<file path="config.mk">
export PLATFORM = sky130hd
export DESIGN_NAME = deserializer
export DESIGN_NICKNAME = d
export VERILOG_FILES = /design/src/rtl/deserializer.sv
export SDC_FILE = /design/constraint.sdc
export NUM_CORES = 1
export LEC_CHECK = 0
export CAP_MARGIN = 20
export CORE_MARGIN = 2
export CORE_UTILIZATION = 46
export DETAILED_ROUTE_END_ITERATION = 7
export PLACE_DENSITY = 0.67
export SLEW_MARGIN = 30
export SYNTH_ARGS = -nofsm -noshare
export SYNTH_HDL_FRONTEND = slang
export SYNTH_SLANG_ARGS = --single-unit
export TNS_END_PERCENT = 1
</file>
<file path="constraint.sdc">
create_clock -name clock -period 4.35 [get_ports clock]
set_input_delay 0.6525 -clock clock [delete_from_list [all_inputs] [get_ports clock]]
set_output_delay 0.6525 -clock clock [all_outputs]
set_load 0.02 [all_outputs]
</file>
<file path="src/rtl/deserializer.sv">
// Serial-to-parallel receiver with a one-entry holding register.
// Flags short/long frames and overruns of the holding register.
module deserializer #(
  parameter int WIDTH     = 8,
  parameter bit LSB_FIRST = 1'b1
) (
  input  logic             clock,
  input  logic             reset,
  input  logic             ser_input,
  input  logic             frame,
  output logic [WIDTH-1:0] par_output,
  output logic             full,
  input  logic             ack,
  output logic             frame_error,
  output logic             overrun
);

  localparam int CW = $clog2(WIDTH + 1);

  typedef enum logic [1:0] {
    IDLE,
    SHIFT,
    FLUSH
  } state_t;

  state_t state_q, state_d;
  logic [CW-1:0] cnt_q, cnt_d;
  logic [CW-1:0] pos;
  logic [WIDTH-1:0] shift_q, shift_d;
  logic [WIDTH-1:0] word_w;
  logic [WIDTH-1:0] par_q, par_d;
  logic full_q, full_d;
  logic fe_q, fe_d;
  logic ovr_q, ovr_d;
  logic xtra_q, xtra_d;
  logic done;

  // Place the incoming bit into the partial word at its ordered slot
  always_comb begin
    pos = LSB_FIRST ? cnt_q : (CW'(WIDTH - 1) - cnt_q);
    word_w = shift_q;
    for (int i = 0; i < WIDTH; i++) begin
      if (CW'(i) == pos) word_w[i] = ser_input;
    end
  end

  // Frame tracking: next state, bit count and error pulse
  always_comb begin
    state_d = state_q;
    cnt_d   = cnt_q;
    shift_d = shift_q;
    xtra_d  = xtra_q;
    fe_d    = 1'b0;
    done    = 1'b0;
    unique case (state_q)
      IDLE: begin
        if (frame) begin
          shift_d = word_w;
          cnt_d   = CW'(1);
          xtra_d  = 1'b0;
          state_d = SHIFT;
        end
      end
      SHIFT: begin
        if (frame) begin
          shift_d = word_w;
          cnt_d   = cnt_q + CW'(1);
          if (cnt_q == CW'(WIDTH - 1)) begin
            done    = 1'b1;
            state_d = FLUSH;
          end
        end else begin
          fe_d    = 1'b1;
          shift_d = '0;
          cnt_d   = '0;
          state_d = IDLE;
        end
      end
      FLUSH: begin
        if (frame) begin
          if (!xtra_q) begin
            fe_d   = 1'b1;
            xtra_d = 1'b1;
          end
        end else begin
          shift_d = '0;
          cnt_d   = '0;
          xtra_d  = 1'b0;
          state_d = IDLE;
        end
      end
      default: state_d = IDLE;
    endcase
  end

  // Holding register: load, read-out and overrun bookkeeping
  always_comb begin
    par_d  = par_q;
    full_d = full_q;
    ovr_d  = ovr_q;
    if (done && (!full_q || ack)) begin
      par_d  = word_w;
      full_d = 1'b1;
    end else if (ack && full_q) begin
      full_d = 1'b0;
    end
    if (done && full_q && !ack) begin
      ovr_d = 1'b1;
    end else if (ack && full_q) begin
      ovr_d = 1'b0;
    end
  end

  // State registers with synchronous reset
  always_ff @(posedge clock) begin
    if (reset) begin
      state_q <= IDLE;
      cnt_q   <= '0;
      shift_q <= '0;
      par_q   <= '0;
      full_q  <= 1'b0;
      fe_q    <= 1'b0;
      ovr_q   <= 1'b0;
      xtra_q  <= 1'b0;
    end else begin
      state_q <= state_d;
      cnt_q   <= cnt_d;
      shift_q <= shift_d;
      par_q   <= par_d;
      full_q  <= full_d;
      fe_q    <= fe_d;
      ovr_q   <= ovr_d;
      xtra_q  <= xtra_d;
    end
  end

  assign par_output  = par_q;
  assign full        = full_q;
  assign frame_error = fe_q;
  assign overrun     = ovr_q;

endmodule

</file>
==> results of run 1 <==
-- final cells by class --
| class | instances | share of cell area [%] |
|---|---|---|
| clock buffers | 3 | 1.42 |
| clock inverters | 1 | 1.89 |
| inverters | 9 | 2.12 |
| multi-input cells | 99 | 50.1 |
| flip-flops and latches | 26 | 32.7 |
| well taps | 33 | 2.60 |
| repair buffers | 15 | 9.13 |
-- layout by cell type (no fill, tap or decap) --
cell             netlist  routed
ha_1                   8       8
a211oi_1               5       5
nor3_1                 1       1
nand3b_1               3       3
inv_1                  9       9
dfxtp_1               26      26
o21ai_0                2       2
nor2_2                 1       1
and3_4                 1       1
a31oi_1               10      10
a211oi_2               8       8
and3_1                 1       1
mux2_2                 1       1
mux2i_1               12      12
nand3_1                2       2
and3b_1                1       1
and2_1                 1       1
clkbuf_4               0       3
nor3b_1                5       5
nand4_1                1       1
bufinv_16              0       1
nor2_1                 2       2
or2_2                  1       1
buf_2                  4       1
a22oi_1                1       1
a21oi_1                5       5
nor2b_1                1       1
nand2_1                2       2
o32ai_1               10      10
or3_1                  2       2
nand2b_1              12      12
clkdlybuf4s50_1        0      14
-- routing by layer --
layer  global-route usage [%]  vias up
met1                     24.7      533
met3                     2.38        2
li1                         -      558
met5                        0        -
met4                     5.71        0
met2                     27.8       14
-- worst max-delay path: cells and delay by family --
family          cells  cell delay, ns
buf+inv             1            0.68
compound gates      1            0.09
simple gates        2            0.80
-- power by group through the flow --
stage,Sequential [mW],Combinational [mW],Clock (mW)
after floorplan,0.254,0.0617,0
after global placement,0.254,0.0775,0
after detailed placement,0.255,0.0783,0
after CTS,0.249,0.0789,0.170
after global routing,0.251,0.0887,0.175
final,0.250,0.0790,0.163
-- through the flow --
| step | area (µm²) | util, % | instances |
|---|---|---|---|
| global placement | 1540 | 51.4 | 182 |
| CTS | 1590 | 53.0 | 186 |
| floorplan | 1430 | - | 147 |
| finish | 1590 | 53.0 | 186 |
| global route | 1590 | 53.0 | 186 |
| detailed placement | 1540 | 51.2 | 182 |
-- registers in the layout, summed over array words and instances (netlist names) --
register and cells:
shift_q 8, overrun 1, xtra_q 1, full 1, frame_error 1, cnt_q 4
state_q 2, par_output 8
-- worst paths after layout --
kind,to,slack (ns),startpoint,cells after the start
setup reg to reg,shift_q[3],2.55,state_q[1],5
setup / recovery,par_output[4],2.31,frame,4
hold / removal,shift_q[1],0.50,shift_q[1],2
hold reg to reg,shift_q[1],0.50,shift_q[1],2
-- cells by family after synthesis --
family | synth area share (%)
AO/OA/AOI/OAI | 23.1
adder cells (fa/ha/maj) | 6.99
buffers and inverters | 7.95
multiplexers | 9.18
AND/OR/NAND/NOR | 16.4
flip-flops | 36.4
==> results by group, run 1 <==
Run status
  • Status: completed

Power
  • NetSw: 124 µW
  • Combinational share of power: ~16%
  • Design Power: 492 µW
  • Pwr per Cell Area: 309 nW/µm²
  • Sw Ratio: 25.2%
  • Max IR drop VDD: 0.126 mV
  • Clock power share: 33.1%
  • Pleak: roughly 0.53 nW
  • Sequential share of power: 50.8%
  • Internal cell power: 368 µW

Setup path
  • Critical Path AT: 2.23 ns
  • CP startpoint kind: input port
  • Crit path max fanout: 12
  • CP Cell Sequence: clkdlybuf4s50_1 -> and2_1 -> and3_4 -> a211oi_2
  • Worst Path Required: 4.54 ns
  • Endpoint class of the critical path: flop
  • Slowest stage delay, CP: 0.68 ns
  • Critical path class: input port to flop
  • Slowest-stage cell, CP: clkdlybuf4s50_1

Timing
  • Total negative slack: 0 ns
  • Worst Tran Pin Value: approximately 0.7 ns
  • Setup Viol. Count Final: 0
  • Slew Limit Fails: 0
  • Final worst setup slack: 2.31 ns
  • Skew final: 0.00561 ns
  • FMAX: approximately 500 MHz
  • Relative slew margins: a little over half
  • RSZ-0062 raised after global routing: false
  • Final period util: 46.9%
  • Final min period: 2.04 ns
  • Min Hold Slack: 0.503 ns
  • Final Hold Fails: 0

Final layout
  • Multi-input gate area: 797 µm²
  • Storage element area: 520 µm²
  • N_diodes: 0
  • Area grow syn2layout: 11.1%
  • Final #Nets: about 170
  • Fill count: around 280
  • Fraction of layout cells with a size suffix above 1: between 10% and 20%

Synth
  • Sequential-to-total area share from yosys stat: 36.4%
  • Post-synth top area cell: dfxtp_1
  • Number of synthesized flops with an enable pin: 0
  • FF+latch count, synth: 26
  • Ranking of synthesized cells by instance count: dfxtp_1 (26), mux2i_1 (12), nand2b_1 (12), a31oi_1 (10), o32ai_1 (10)
  • Syn_nets: 160
  • Cells after Synth: 147
  • Most common cell in the netlist: dfxtp_1
  • Synth top area share: 36.4%
  • Avg Inst Size Synth: 9.74 µm²
  • Yosys warns: 0
  • Mapped Area: 1430 µm²
  • Async set-reset flop share out of synthesis: 0%
  • Ranking of synthesized cells by area: dfxtp_1 (36%), mux2i_1 (8.4%), a211oi_2 (7.0%), ha_1 (7.0%), o32ai_1 (6.1%)
  • Synth unique cells: 32
  • Post-synth top flop: dfxtp_1

Detailed routing
  • WL met2: 1270 µm
  • Metal3 WL: between 70 and 80 µm
  • DRT met1 WL: 1470 µm
  • DRC Markers: 0
  • DR WL/cell: about 15 µm
  • 1st-iter DRT viols: 27
  • Antenna viol nets, final: 0
  • Routed WL: around 2800 µm
  • DR top layer: met4
  • Via density: ~6.0
  • Routed vias: between 1,000 and 1,500
  • First-pass iteration count of the detailed router: 4

Clock tree
  • Clock Sinks: 26
  • Cts hold-fix bufs: 0
  • Post-CTS sizing: 0
  • Post-CTS setup buffer count: 0
  • H-tree levels: 1
  • Clk buf depth: 2
  • Clock transition at path regs: 0.13 ns
  • CTS Buf Count: 3
  • Root buf cell: clkbuf_4
  • Worst skew pair latency: 0.31 ns
  • TritonCTS clock tree: yes

Die
  • I/O pin total: 16
  • Die width: 59.8 µm
  • Floorplan core area: between 3000 and 4000 µm²
  • Die Ht: 59.8 µm
  • # rows: 20
  • Initial Util: about 48%
  • DIE AREA: ~3600 µm²

GRT
  • Gr ovfl total: 0
  • Vias in the first global route: between 1,000 and 1,500
  • Initial antenna violation count: 0
  • GRT Util Overall: 17.6%
  • First-pass GRT wire length: ~5000 µm
  • Largest net degree at the start of global routing: 31

Placement
  • Final HPWL DP: 2010 µm
  • Gpl congestion: 0.737
  • Dpl ws: 1.97 ns
  • Port Buffers: 15

Run
  • Max cap viols: 0

Min path
  • Hold crit path type: flop to flop
(Power assumes the default switching activity.)
==> inputs of run 2 (changes only) <==
- clock period: 4.35 -> 2 ns (I/O delays scaled with it)
==> run 2 against run 1 <==
Count of clock-buffer cells in the layout rose by 1. Die area unchanged. Global-route usage increased by 1.6 points. Sequential share of layout area decreased by 0.83 points. Sequential cell count unchanged. Sequential power grew 120%. Critical path depth rose by 1. Largest cell class unchanged.
==> results by group, run 2 (synthesis results as in run 1) <==
Power
  • Clock power share: between 20% and 30%
  • Pwr per Cell Area: between 600 and 700 nW/µm²
  • Sw Ratio: ~29%
  • NetSw: 292 µW
  • Max IR drop VDD: around 0.4 mV
  • Sequential share of power: a little over half
  • Pleak: between 0.5 and 0.6 nW
  • Internal cell power: 722 µW
  • Combinational share of power: 18.7%

Setup path
  • Critical path class: flop to flop
  • CP startpoint kind: flop
  • Slowest-stage cell, CP: a31oi_1
  • Slowest stage delay, CP: 0.56 ns
  • CP Cell Sequence: inv_1 -> ha_1 -> nand2b_1 -> a31oi_1 -> o32ai_1
  • Endpoint class of the critical path: flop
  • Crit path max fanout: 8
  • Critical Path AT: 1.99 ns
  • Worst Path Required: 2.21 ns

GRT
  • Gr ovfl total: 0
  • Largest net degree at the start of global routing: 26
  • Met1 usage: 26.5%
  • First-pass GRT wire length: 5280 µm
  • Initial antenna violation count: 0
  • Global routing usage on met2: 29.8%
  • Vias in the first global route: around 1,200
  • Layer with the highest usage: met2
  • GRT Util Overall: 19.2%
  • Met3 usage: 2.60%

Timing
  • Final Hold Fails: 0
  • Slew Limit Fails: 0
  • Setup Viol. Count Final: 0
  • FMAX: ~560 MHz
  • Final period util: 89.0%
  • Skew final: 0.00277 ns
  • Relative slew margins: 52.7%
  • Worst Tran Pin Value: 0.707 ns
  • RSZ-0062 raised after global routing: false
  • Final min period: 1.78 ns
  • Total negative slack: 0 ns

Clock tree
  • Root buf cell: clkbuf_4
  • H-tree levels: 1
  • Post-CTS sizing: 0
  • Clock Sinks: 26
  • Post-CTS setup buffer count: 0
  • CTS Buf Count: 3
  • Cts hold-fix bufs: 0
  • Clk buf depth: 2
  • TritonCTS clock tree: yes
  • Worst skew pair latency: 0.33 ns
  • Clock transition at path regs: roughly 0.15 ns

Detailed routing
  • Via density: approximately 6.0
  • Antenna viol nets, final: 0
  • DR WL/cell: 15.2 µm
  • Routed vias: 1,150
  • DRC Markers: 0
  • 1st-iter DRT viols: 46
  • Routed WL: 2930 µm
  • First-pass iteration count of the detailed router: 4

Die
  • I/O pin total: 16
  • DIE AREA: 3570 µm²
  • Floorplan core area: 3000 µm²
  • Die Ht: roughly 60 µm
  • Initial Util: 47.7%
  • # rows: 20
  • Die width: 59.8 µm

Min path
  • Hold crit path type: flop to flop

Final layout
  • Final core utilization: 54.3%
  • Final #Nets: 174
  • Fraction of layout cells with a size suffix above 1: 14.4%
  • N_diodes: 0
  • Post-route cell area: 1630 µm²
  • Most common cell after layout, fill and taps aside: dfxtp_1
  • Most frequent cells in the layout: dfxtp_1 (26), clkdlybuf4s50_1 (15), mux2i_1 (12), nand2b_1 (12)
  • Fill count: 272
  • Multi-input gate area: 797 µm²
  • Area grow syn2layout: 14.0%
  • Storage element area: about 520 µm²

Placement
  • Area after DPL: 1600 µm²
  • Port Buffers: 15
  • Gpl congestion: 0.723
  • Final HPWL DP: 2140 µm

Run
  • Max cap viols: 0

Run status
  • Status: completed
-- run 2: cell count changes in the layout (fill, tap and decap cells not counted), sizes merged --
cell / before / now
buf: 1 / 7
clkbuf: 3 / 4
bufinv: 1 / 0
clkdlybuf4s50: 14 / 15
-- run 2: layout make-up --
type / instances / area share (%)
clock buffer: 4 / 2.22
inverter: 9 / 2.07
multi-input combinational: 99 / 48.8
sequential: 26 / 31.9
tap: 33 / 2.53
timing repair buffer: 22 / 12.4
-- run 2: worst paths after layout --
check                                 from    endpoint  slack (ns)  depth (start not counted)
worst max-delay path            state_q[1]  shift_q[1]        0.22                          5
worst min-delay path            shift_q[7]  shift_q[7]        0.51                          2
worst max register to register  state_q[1]  shift_q[1]        0.22                          5
worst min register to register  shift_q[7]  shift_q[7]        0.51                          2
-- run 2: routing by layer --
| layer | up-vias | wire (µm) |
|---|---|---|
| li1 | 566 | - |
| met1 | 554 | 1450 |
| met2 | 25 | 1330 |
| met3 | 5 | 107 |
| met4 | 0 | 48 |
| met5 | - | 0 |
-- run 2: stage by stage --
step | hold WS [ns] | total power [mW] | instances | setup slack, ns
CTS | 0.509 | 1.01 | 193 | 0.238
global placement | 0.474 | 0.735 | 189 | 0.128
global route | 0.536 | 1.06 | 193 | 0.0401
finish | 0.506 | 1.01 | 193 | 0.219
detailed placement | 0.483 | 0.742 | 189 | 0.0713
floorplan | 0.401 | 0.686 | 147 | 0.537
-- run 2: worst max-delay path, delay by kind of cell, from the launching register on --
family / cells / cell delay (ns)
AOI/OAI and AO/OA: 2 / 0.75
buffers and inverters: 1 / 0.08
DFF: 1 / 0.42
and+or+nand+nor: 1 / 0.16
adders and majority gates: 1 / 0.25
-- run 2: power groups by stage --
stage	logic (mW)	registers (mW)	clock network [mW]
final	0.190	0.543	0.281
after global routing	0.211	0.546	0.300
after CTS	0.188	0.543	0.284
after detailed placement	0.188	0.554	0
after global placement	0.181	0.554	0
after floorplan	0.134	0.552	0
